### src/rtl/tdc_phase_meter.sv
// tdc_phase_meter: measures clk cycles from a ref_in rising edge to the next sig_in rising edge.
// Optional result averaging is compiled in with PHASE_METER_AVG_EN. Revision 1.0.
`timescale 1ns/1ps
`default_nettype none

module tdc_phase_meter #(
    parameter int CNT_W    = 18,
    parameter int AVG_LOG2 = 4
) (
    input  logic             clk,
    input  logic             rst,
    input  logic             en,
    input  logic             ref_in,
    input  logic             sig_in,
    output logic [CNT_W-1:0] phase_cnt,
    output logic             phase_valid,
    output logic             timeout,
    output logic             busy
);

    typedef enum logic [0:0] {
        S_IDLE  = 1'b0,
        S_COUNT = 1'b1
    } state_t;

    logic r_ref_s1, r_ref_s2, r_ref_h;
    logic r_sig_s1, r_sig_s2, r_sig_h;

    state_t           r_state;
    logic [CNT_W-1:0] r_cnt;
    logic             r_busy;
    logic [CNT_W-1:0] r_phase;
    logic             r_valid;
    logic             r_tmo;

    logic             w_ref_rise, w_sig_rise;
    logic             w_in_count, w_cnt_max;
    logic             w_done, w_tmo;
    logic [CNT_W-1:0] w_meas;

    // Both inputs see identical synchroniser depth, so the latency cancels in the interval.
    always_ff @(posedge clk or negedge rst) begin
        if (!rst) begin
            r_ref_s1 <= 1'b0;
            r_ref_s2 <= 1'b0;
            r_ref_h  <= 1'b0;
            r_sig_s1 <= 1'b0;
            r_sig_s2 <= 1'b0;
            r_sig_h  <= 1'b0;
        end else begin
            r_ref_s1 <= ref_in;
            r_ref_s2 <= r_ref_s1;
            r_ref_h  <= r_ref_s2;
            r_sig_s1 <= sig_in;
            r_sig_s2 <= r_sig_s1;
            r_sig_h  <= r_sig_s2;
        end
    end

    assign w_ref_rise = r_ref_s2 & ~r_ref_h;
    assign w_sig_rise = r_sig_s2 & ~r_sig_h;
    assign w_in_count = (r_state == S_COUNT);
    assign w_cnt_max  = &r_cnt;

    // r_cnt holds the cycles elapsed since the ref-rise detection cycle, so it is the result directly.
    assign w_meas = w_in_count ? r_cnt : '0;
    assign w_done = en & w_sig_rise & (w_in_count | w_ref_rise);
    assign w_tmo  = en & w_in_count & ~w_sig_rise & (w_ref_rise | w_cnt_max);

    always_ff @(posedge clk or negedge rst) begin
        if (!rst) begin
            r_state <= S_IDLE;
            r_cnt   <= '0;
            r_busy  <= 1'b0;
        end else if (!en) begin
            r_state <= S_IDLE;
            r_cnt   <= '0;
            r_busy  <= 1'b0;
        end else begin
            case (r_state)
                S_IDLE: begin
                    if (w_ref_rise && !w_sig_rise) begin
                        r_state <= S_COUNT;
                        r_cnt   <= CNT_W'(1);
                        r_busy  <= 1'b1;
                    end
                end
                S_COUNT: begin
                    if (w_ref_rise) begin
                        r_cnt <= CNT_W'(1);
                    end else if (w_sig_rise || w_cnt_max) begin
                        r_state <= S_IDLE;
                        r_cnt   <= '0;
                        r_busy  <= 1'b0;
                    end else begin
                        r_cnt <= r_cnt + CNT_W'(1);
                    end
                end
                default: begin
                    r_state <= S_IDLE;
                    r_cnt   <= '0;
                    r_busy  <= 1'b0;
                end
            endcase
        end
    end

    generate
        if (AVG_LOG2 < 1) begin : g_avg_log2_check
            $error("tdc_phase_meter: AVG_LOG2 must be at least 1");
        end
    endgenerate

`ifdef PHASE_METER_AVG_EN
    logic [CNT_W+AVG_LOG2-1:0] r_acc;
    logic [AVG_LOG2-1:0]       r_nsamp;
    logic [CNT_W+AVG_LOG2-1:0] w_acc_sum;

    assign w_acc_sum = r_acc + {{AVG_LOG2{1'b0}}, w_meas};

    always_ff @(posedge clk or negedge rst) begin
        if (!rst) begin
            r_phase <= '0;
            r_valid <= 1'b0;
            r_tmo   <= 1'b0;
            r_acc   <= '0;
            r_nsamp <= '0;
        end else if (!en) begin
            r_valid <= 1'b0;
            r_tmo   <= 1'b0;
            r_acc   <= '0;
            r_nsamp <= '0;
        end else begin
            r_valid <= 1'b0;
            r_tmo   <= w_tmo & ~w_done;
            if (w_done) begin
                if (&r_nsamp) begin
                    r_phase <= w_acc_sum[CNT_W+AVG_LOG2-1:AVG_LOG2];
                    r_valid <= 1'b1;
                    r_acc   <= '0;
                    r_nsamp <= '0;
                end else begin
                    r_acc   <= w_acc_sum;
                    r_nsamp <= r_nsamp + 1'b1;
                end
            end else if (w_tmo) begin
                r_acc   <= '0;
                r_nsamp <= '0;
            end
        end
    end
`else
    always_ff @(posedge clk or negedge rst) begin
        if (!rst) begin
            r_phase <= '0;
            r_valid <= 1'b0;
            r_tmo   <= 1'b0;
        end else if (!en) begin
            r_valid <= 1'b0;
            r_tmo   <= 1'b0;
        end else begin
            r_valid <= w_done;
            r_tmo   <= w_tmo & ~w_done;
            if (w_done) begin
                r_phase <= w_meas;
            end
        end
    end
`endif

    assign phase_cnt   = r_phase;
    assign phase_valid = r_valid;
    assign timeout     = r_tmo;
    assign busy        = r_busy;

endmodule

`default_nettype wire

### config.mk
export PLATFORM = sky130hd
export DESIGN_NAME = tdc_phase_meter
export DESIGN_NICKNAME = d
export VERILOG_FILES = /design/src/rtl/tdc_phase_meter.sv
export SDC_FILE = /design/constraint.sdc
export NUM_CORES = 1
export LEC_CHECK = 0
export CAP_MARGIN = 20
export CORE_ASPECT_RATIO = 2
export CORE_UTILIZATION = 35
export DETAILED_ROUTE_END_ITERATION = 12
export HOLD_SLACK_MARGIN = 0.03
export PLACE_DENSITY = 0.55
export SETUP_SLACK_MARGIN = 0.5
export SLEW_MARGIN = 20
export SYNTH_ARGS = -nofsm -noshare
export SYNTH_HDL_FRONTEND = slang
export SYNTH_SLANG_ARGS = --single-unit
### constraint.sdc
create_clock -name clk -period 2.4 [get_ports clk]
set_input_delay 0.24 -clock clk [delete_from_list [all_inputs] [get_ports clk]]
set_output_delay 0.24 -clock clk [all_outputs]
set_load 0.03 [all_outputs]
==> results.json, run 1 <==
{
  "relSlewSlack": 0.6245,
  "yosys.area.top_type": "dfrtp_1",
  "netlist_area_um2": 2069,
  "drt_wl_total_mm": 4.846,
  "p_leak_nw": 1.136,
  "seq_area_frac_synth": 0.5562,
  "period_minus_slack_ns": 1.813,
  "die_area_um2": 6243,
  "multiInputGateArea_um2": 860.8,
  "maxCapViolations": 0,
  "design_area_um2": 2628,
  "nets": 232,
  "p_per_area_nw_per_um2": 636.8,
  "fillCellCount": 559,
  "rsz0062_at_grt": "true",
  "synth_warnings": 0,
  "place_area_um2": 2436,
  "synth.area.top_cells": "dfrtp_1 56%, a22o_1 8.0%, nand3_1 3.4%",
  "grt_max_degree": 26,
  "crit_buf_inv": 0,
  "fmax_mhz": 551.6,
  "finalHoldViolations": 0,
  "grt_usage": 0.1731,
  "antenna_cells": 0,
  "finClkSkew_ns": 0.004348,
  "route.detailed.drc": 0,
  "start_util": 0.3625,
  "dp_cells": 279,
  "synth_cells": 189,
  "rows": 39,
  "worst_slew_pin_slew_ns": 0.5620,
  "grt-ovfl-total": 0,
  "clk_pin_slew_ns": 0.06,
  "fin_setup_tns_ns": 0,
  "hpwlAfterDp_mm": 3.520,
  "clock_latency_ns": 0.28,
  "ir_worst_vdd_mv": 0.5292,
  "core_area_um2": 5709,
  "grt_pass1_wl_mm": 8.231,
  "synth_seq_cells": 46,
  "critPathRequiredTime_ns": 2.56,
  "syn_nets": 195,
  "syn_to_final_growth_pct": 26.96,
  "max_stage_delay_ns": 0.35,
  "synth_top_area_share": 0.5562,
  "drive_gt1_frac": 0.1586,
  "drt_iter0_markers": 49,
  "fin_crit_sh": 0.7553,
  "ios": 26,
  "cts.sinks": 46,
  "finalNonFillerCells": 288,
  "worstPathCellList": "ha_1 -> nand3_1 -> nor3_4 -> a31oi_2 -> and3_1 -> a211o_1",
  "antenna_found_initial": 0,
  "wl_per_cell_um": 16.83,
  "via_count": 1642,
  "cts-root-buf": "clkbuf_16",
  "grt_pass1_vias": 1591,
  "cpMaxStageDelayCell": "dfrtp_1",
  "numCtsBuffers": 5,
  "outcome": "finished clean",
  "yosysUniqueCellTypes": 43,
  "critical_path.top_delay_family": "simple AND/OR/NAND/NOR gates",
  "crit_type": "reg2reg",
  "finalSetupViolations": 0,
  "crit_fanout": 5,
  "portBuffers": 25,
  "regArea_um2": 1152,
  "worstHoldPathType": "reg2reg",
  "clockBufferDepth": 2,
  "htree_levels": 2,
  "dr.pass1.iters": 4,
  "maxSlewViolCount": 0,
  "dieHeight_um": 110.7,
  "antenna_left": 0,
  "synth_area_per_cell_um2": 10.95,
  "crit_path_end_kind": "flip-flop",
  "start_kind": "flip-flop",
  "worstPathArrival_ns": 1.98,
  "cts_tree": "built",
  "die_width_um": 56.37,
  "post_cts_buffers": 0,
  "gp_congestion": 0.8177,
  "viasPerCell": 5.701
}
==> logic make-up after synthesis <==
logic type      synth area share
simple gates              0.1911
compound gates            0.1904
flops                     0.5562
buf+inv                  0.03506
xor+xnor                 0.02116
fa+ha+maj               0.006045
==> report_power, final <==
group	total, W	leakage (nW)	switching, W	internal [W]
Clock	0.000767	0.0836	0.000280	0.000487
Combinational	0.000111	0.428	0.0000704	0.0000402
Sequential	0.000796	0.624	0.00000772	0.000788
Total	0.00167	1.14	0.000358	0.00132
==> registers in the layout (all words and copies together) (netlist names) <==
register and cells:
timeout 1, phase_valid 1, r_sig_s1 1, r_cnt 18
r_ref_s1 1, busy 1, r_sig_s2 1, r_ref_h 1
r_sig_h 1, phase_cnt 18, r_state 1, r_ref_s2 1
==> cell type report <==
| cell class | count | area share |
|---|---|---|
| flip-flops and latches | 46 | 0.4386 |
| multi-input cells | 130 | 0.3276 |
| repair buffers | 37 | 0.1333 |
| clock buffers | 5 | 0.04762 |
| well taps | 61 | 0.02905 |
| clock inverters | 3 | 0.01524 |
| inverters | 6 | 0.008571 |
==> through the flow <==
stage	hold slack (ns)	utilization	total power (W)	setup slack (ns)
2_1_floorplan	-0.05559	-	0.0008656	0.6598
3_3_place_gp	0.2629	0.4267	0.0009199	0.4211
3_5_place_dp	0.2594	0.4267	0.0009202	0.3623
4_1_cts	0.3533	0.4574	0.001696	0.5103
5_1_grt	0.3637	0.4602	0.001750	0.4820
6_report	0.3478	0.4602	0.001673	0.5872
==> cell usage after synthesis (all sizes together) <==
cell / count
a21boi: 1
buf: 6
ha: 1
a41oi: 1
a31oi: 3
nand3: 15
nor4b: 1
and3: 6
clkbuf: 1
a22o: 19
or3: 1
a211oi: 1
dfrtp: 46
nand2: 16
a211o: 1
xnor2: 2
a21oi: 7
o211ai: 1
o311ai: 2
and2: 2
nor3: 5
inv: 6
nand4: 4
nor2: 11
nor2b: 3
o31ai: 2
o22ai: 2
nand2b: 3
and4: 2
xor2: 3
nor3b: 1
o21ai: 13
o21a: 1
==> final timing paths <==
kind / startpoint / endpoint / slack [ns] / depth (start not counted)
setup / recovery: r_cnt[0]$_DFFE_PN0P_ / r_cnt[7]$_DFFE_PN0P_ / 0.59 / 6
hold / removal: r_sig_s1$_DFF_PN0_ / r_sig_s2$_DFF_PN0_ / 0.35 / 0
setup reg to reg: r_cnt[0]$_DFFE_PN0P_ / r_cnt[7]$_DFFE_PN0P_ / 0.59 / 6
hold reg to reg: r_sig_s1$_DFF_PN0_ / r_sig_s2$_DFF_PN0_ / 0.35 / 0
max in group asynchronous: rst / phase_cnt[13]$_DFFE_PN0P_ / 1.33 / 3
min in group asynchronous: rst / phase_cnt[6]$_DFFE_PN0P_ / 0.47 / 2
==> repair_timing <==
| item | CTS | global route |
|---|---|---|
| hold endpoints to repair | 23 | 0 |
| resized for setup | 0 | 5 |
| setup endpoints to repair | 0 | 12 |
| hold buffers | 1 | 0 |
==> placed cells by master, fill, tap and decap left out, drive strengths merged, types with 3 or more instances in the layout <==
cell type / Yosys / routed
nor2: 11 / 11
nor2b: 3 / 3
clkbuf: 1 / 5
a22o: 19 / 19
dfrtp: 46 / 46
nor3: 5 / 5
clkdlybuf4s50: 0 / 24
and3: 6 / 6
xor2: 3 / 3
nand2b: 3 / 3
buf: 6 / 12
a21oi: 7 / 7
nand2: 16 / 16
o21ai: 13 / 13
nand3: 15 / 15
nand4: 4 / 4
inv: 6 / 6
a31oi: 3 / 3
==> metal layers <==
metal / part of all wire / vias up / global-route usage
met5: 0 / - / 0
met4: 0.041 / 0 / 0.09593
met3: 0.038 / 17 / 0.03384
met2: 0.55 / 43 / 0.2968
met1: 0.37 / 812 / 0.1963
li1: - / 770 / -
Note: power is estimated with default switching activity, not from simulation.
==> run 2: changes to the inputs <==
PLACE_DENSITY = 0.57   (was 0.55)
clock period = 1.6 ns   (was 2.4 ns; I/O delays follow)
==> results.json, run 2 (synthesis results as in run 1) <==
{
  "crit_path_end_kind": "flip-flop",
  "pwr-share-comb": 0.102,
  "start_kind": "flip-flop",
  "rows": 39,
  "max_stage_delay_ns": 0.39,
  "hpwlAfterDp_mm": 3.906,
  "grt_pass1_vias": 2051,
  "r2r_slack_ns": -0.06,
  "crit_type": "reg2reg",
  "ir_worst_vdd_mv": 0.9228,
  "cpMaxStageDelayCell": "dfrtp_1",
  "crit_fanout": 7,
  "worstPathCellList": "ha_4 -> nand3_4 -> nor3_4 -> a31oi_4 -> buf_12 -> and3_4 -> a211o_1",
  "fin_crit_sh": 1.040,
  "clk_pin_slew_ns": 0.06,
  "die_area_um2": 6243,
  "worstPathArrival_ns": 1.83,
  "cp.depth": 7,
  "drt_wl_total_mm": 6.205,
  "dieHeight_um": 110.7,
  "dr.pass1.iters": 4,
  "antenna_cells": 0,
  "portBuffers": 25,
  "nets": 291,
  "grt_usage": 0.2063,
  "maxSlewViolCount": 0,
  "drt_iter0_markers": 44,
  "route.detailed.drc": 0,
  "critPathLaunch": "r_cnt[0]$_DFFE_PN0P_",
  "fillCellCount": 474,
  "layout_commonest_cell": "buf_4",
  "antenna_found_initial": 0,
  "fmax_mhz": 600.8,
  "rsz0062_at_grt": "true",
  "multiInputGateArea_um2": 1095,
  "cts-root-buf": "clkbuf_16",
  "period_minus_slack_ns": 1.665,
  "wl_per_cell_um": 17.93,
  "switching_share": 0.2297,
  "r2r_end": "r_cnt[7]$_DFFE_PN0P_",
  "finalWorstSetupSlack_ns": -0.06453,
  "p_seq_frac": 0.482,
  "clock_latency_ns": 0.29,
  "syn_to_final_growth_pct": 61.25,
  "hold_ws_ns": 0.3060,
  "r2r_cells": 7,
  "outcome": "complete, but fails checks",
  "regArea_um2": 1154,
  "start_util": 0.3625,
  "p_int_w": 0.001911,
  "clockBufferDepth": 2,
  "p_leak_nw": 1.604,
  "numCtsBuffers": 5,
  "r2r_start": "r_cnt[0]$_DFFE_PN0P_",
  "finalSetupViolations": 3,
  "ios": 26,
  "antenna_left": 0,
  "viasPerCell": 5.682,
  "pre_cts_ws_ns": -0.1393,
  "violations": "setup timing",
  "die_width_um": 56.37,
  "core_area_um2": 5709,
  "critical_path.top_delay_family": "simple AND/OR/NAND/NOR gates",
  "cts_tree": "built",
  "worstHoldPathType": "in2reg",
  "crit_buf_inv": 1,
  "final_cell_mix": "52 x buf_4, 44 x dfrtp_1, 21 x buf_2, 19 x a22o_1, 12 x nand2_1",
  "grt_max_degree": 29,
  "grt_pass1_wl_mm": 9.687,
  "pwr-share-clk": 0.417,
  "htree_levels": 2,
  "via_count": 1966,
  "worst_slew_pin_slew_ns": 0.4569,
  "worstSetupEndpoint": "r_cnt[7]$_DFFE_PN0P_",
  "relSlewSlack": 0.6954,
  "finalHoldViolations": 0,
  "cts.sinks": 46,
  "p_sw_w": 0.0005700,
  "finClkSkew_ns": 0.004579,
  "gp_congestion": 0.8113,
  "p_per_area_nw_per_um2": 743.5,
  "grt-ovfl-total": 0,
  "maxCapViolations": 0,
  "critPathRequiredTime_ns": 1.77,
  "drive_gt1_frac": 0.4982
}
run 2: cell count changes in the layout (fill, tap and decap cells not counted), moves of 3 or more:
cell / previous run / this run
nor3_4: 1 / 4
nand3_1: 14 / 11
o21ai_0: 7 / 4
clkdlybuf4s50_1: 24 / 3
buf_2: 1 / 21
nand2_1: 15 / 12
buf_6: 0 / 10
buf_12: 1 / 5
nor3_2: 3 / 0
buf_16: 0 / 3
a21oi_1: 7 / 4
buf_4: 10 / 52
run 2: layer usage:
layer | vias up | GRT usage | wire length, um
li1 | 889 | - | -
met1 | 981 | 0.2030 | 2151
met2 | 68 | 0.3619 | 3421
met3 | 28 | 0.04317 | 246
met4 | 0 | 0.1593 | 386
met5 | - | 0 | 0
run 2: power groups by stage:
stage | registers [W] | logic (W) | clock network, W
after global routing | 0.00120 | 0.000272 | 0.00111
after floorplan | 0.00123 | 0.0000815 | 0
after detailed placement | 0.00122 | 0.000198 | 0
final | 0.00120 | 0.000252 | 0.00103
after global placement | 0.00122 | 0.000198 | 0
after CTS | 0.00120 | 0.000238 | 0.00105
run 2: cell type report:
class                           count  area share
Timing Repair Buffer               96      0.2523
Clock buffer                        7     0.04274
Inverter                            6    0.008249
Tap cell                           61     0.02287
Multi-Input combinational cell    130      0.3281
Sequential cell                    46      0.3457
run 2: per-stage QoR:
stage               cell area (um^2)  setup TNS (ns)    util  std cells  power (W)
global route                    3337         -0.7772  0.5845        346   0.002580
global placement                2793          -1.174  0.4892        312   0.001414
finish                          3337         -0.1194  0.5845        346   0.002481
floorplan                       2156               0       -        189   0.001311
detailed placement              2793          -1.450  0.4892        312   0.001415
CTS                             3217        -0.07394  0.5634        342   0.002486
run 2: worst reg2reg max path, stage by stage, from the launching register on:
cell and delay (ns):
dfrtp_1 0.39, ha_4 0.16, nand3_4 0.09, nor3_4 0.22, a31oi_4 0.13, buf_12 0.15
and3_4 0.17, a211o_1 0.23
run 2: repair_timing:
action,in CTS,in global routing
setup buffers,19,4
endpoints found under the hold margin,18,0
cloned,3,0
pin swaps,25,17
hold buffers,1,0
resized for setup,133,20
setup endpoints to repair,61,41
run 2: worst min path at each step:
stage | start | slack, ns | cells after the start | end
floorplan | rst | -0.14 | 0 | busy$_DFFE_PN0P_
global placement | rst | 0.14 | 1 | phase_cnt[4]$_DFFE_PN0P_
detailed placement | rst | 0.14 | 1 | phase_cnt[4]$_DFFE_PN0P_
CTS | ref_in | 0.31 | 1 | r_ref_s1$_DFF_PN0_
global route | sig_in | 0.30 | 1 | r_sig_s1$_DFF_PN0_
finish | ref_in | 0.31 | 1 | r_ref_s1$_DFF_PN0_
==> run 3: changes to the inputs <==
CORE_MARGIN = 1.5   (was unset)
==> results.json, run 3 (synthesis results as in run 1) <==
{
  "maxSlewViolCount": 0,
  "rsz0062_at_grt": "true",
  "cts.sinks": 46,
  "drt_iter0_markers": 55,
  "htree_levels": 2,
  "route.detailed.drc": 0,
  "critPathLaunch": "r_cnt[0]$_DFFE_PN0P_",
  "finalNonFillerCells": 336,
  "antenna_left": 0,
  "crit_type": "reg2reg",
  "gp_congestion": 0.7668,
  "start_kind": "flip-flop",
  "r2r_end": "r_cnt[7]$_DFFE_PN0P_",
  "dr.pass1.iters": 4,
  "die_area_um2": 6411,
  "die_width_um": 57.37,
  "crit_fanout": 3,
  "rows": 39,
  "clock_latency_ns": 0.29,
  "maxCapViolations": 0,
  "finalHoldViolations": 0,
  "fin_crit_sh": 1.022,
  "drive_gt1_frac": 0.4800,
  "drt_wl_total_mm": 5.530,
  "cpMaxStageDelayCell": "dfrtp_1",
  "fin_setup_tns_ns": -0.06779,
  "clk_pin_slew_ns": 0.06,
  "critPathRequiredTime_ns": 1.78,
  "r2r_start": "r_cnt[0]$_DFFE_PN0P_",
  "grt_usage": 0.1778,
  "period_minus_slack_ns": 1.636,
  "whs_endpoint": "r_ref_s1$_DFF_PN0_",
  "crit_path_end_kind": "flip-flop",
  "cts-root-buf": "clkbuf_16",
  "pre_cts_ws_ns": -0.1270,
  "core_area_um2": 5709,
  "p_leak_nw": 1.479,
  "start_util": 0.3625,
  "total_power_w": 0.002590,
  "viasPerCell": 5.524,
  "grt-ovfl-total": 0,
  "worstPathCellList": "ha_4 -> nand3_4 -> nor3_4 -> a31oi_4 -> buf_6 -> and3_4 -> a211o_1",
  "r2r_cells": 7,
  "syn_to_final_growth_pct": 52.96,
  "grt_pass1_wl_mm": 8.666,
  "finalWorstSetupSlack_ns": -0.03566,
  "numCtsBuffers": 5,
  "violations": "setup timing",
  "antenna_cells": 0,
  "outcome": "complete, but fails checks",
  "finClkSkew_ns": 0.004957,
  "worst_slew_pin_slew_ns": 0.5782,
  "max_stage_delay_ns": 0.40,
  "grt_max_degree": 47,
  "fmax_mhz": 611.4,
  "clockBufferDepth": 2,
  "hold_depth": 1,
  "hold_ws_ns": 0.3056,
  "worstHoldPathType": "in2reg",
  "cts_tree": "built",
  "dieHeight_um": 111.7,
  "grt_pass1_vias": 1789,
  "hold_start": "ref_in",
  "hpwlAfterDp_mm": 3.623,
  "p_per_area_nw_per_um2": 818.3,
  "ios": 26,
  "final_cell_mix": "43 x dfrtp_1, 43 x buf_4, 21 x buf_2, 19 x a22o_1",
  "worstPathArrival_ns": 1.81,
  "r2r_slack_ns": -0.04,
  "portBuffers": 25,
  "via_count": 1856,
  "fillCellCount": 503,
  "finalSetupViolations": 4,
  "nets": 280,
  "ir_worst_vdd_mv": 1.032,
  "antenna_found_initial": 0,
  "relSlewSlack": 0.6145,
  "dp_cells": 313,
  "wl_per_cell_um": 16.46
}
[run 3: cell types whose count changed in the layout (fill, tap and decap cells not counted), moves of 2 or more]
cell / previous run / this run
buf_4: 52 / 43
buf_12: 5 / 1
and3_1: 5 / 2
and3_4: 1 / 4
buf_16: 3 / 0
nand3_1: 11 / 8
nand3_2: 3 / 6
o21ai_1: 5 / 8
buf_6: 10 / 12
clkbuf_16: 5 / 7
clkinv_2: 0 / 2
nand2_2: 1 / 3
o21ai_2: 4 / 2
[run 3: layout make-up]
class                           count  area (um^2)  share of cell area
Inverter                            6        25.02            0.007905
Clock inverter                      3        40.04             0.01265
Timing Repair Buffer               85        699.4              0.2209
Multi-Input combinational cell    130         1045              0.3300
Clock buffer                        5        125.1             0.03953
Sequential cell                    46         1155              0.3648
Tap cell                           61        76.32             0.02411
[run 3: worst max-delay path by stage]
stage / slack, ns / end / depth (start not counted)
floorplan: 0.09 / r_cnt[2]$_DFFE_PN0P_ / 7
global placement: -0.11 / r_cnt[9]$_DFFE_PN0P_ / 7
finish: -0.04 / r_cnt[7]$_DFFE_PN0P_ / 7
global route: -0.09 / r_cnt[7]$_DFFE_PN0P_ / 7
CTS: -0.03 / r_cnt[7]$_DFFE_PN0P_ / 7
detailed placement: -0.13 / r_cnt[9]$_DFFE_PN0P_ / 7
[run 3: repair_timing]
item / 4_1_cts / 5_1_grt
gates resized for setup: 129 / 20
endpoints found under the setup margin: 61 / 40
hold endpoints to repair: 46 / 0
cloned: 0 / 2
hold buffers: 1 / 0
setup buffers: 7 / 5
pin swaps: 19 / 15
[run 3: per-layer routing]
metal,part of all wire,track usage,vias up
li1,-,-,868
met1,0.36,0.1871,913
met2,0.56,0.3106,59
met3,0.042,0.04297,16
met4,0.038,0.09922,0
met5,0,0,-
[run 3: through the flow]
step / utilization / area (um^2)
after floorplan: - / 2156
after global placement: 0.4861 / 2775
after detailed placement: 0.4861 / 2775
after CTS: 0.5290 / 3020
after global routing: 0.5545 / 3166
final: 0.5545 / 3166
[run 3: critical path: cells and delay by family (launching register included)]
family,cells,cell delay (ns)
simple gates,3,0.46
flops,1,0.40
compound gates,2,0.36
fa+ha+maj,1,0.16
buf+inv,1,0.14
[run 3: power breakdown]
| group | switching [W] | internal, W | leakage [nW] |
|---|---|---|---|
| logic | 0.000128 | 0.000103 | 0.775 |
| registers | 0.0000142 | 0.00118 | 0.621 |
| clock network | 0.000433 | 0.000731 | 0.0836 |
| total | 0.000575 | 0.00202 | 1.48 |
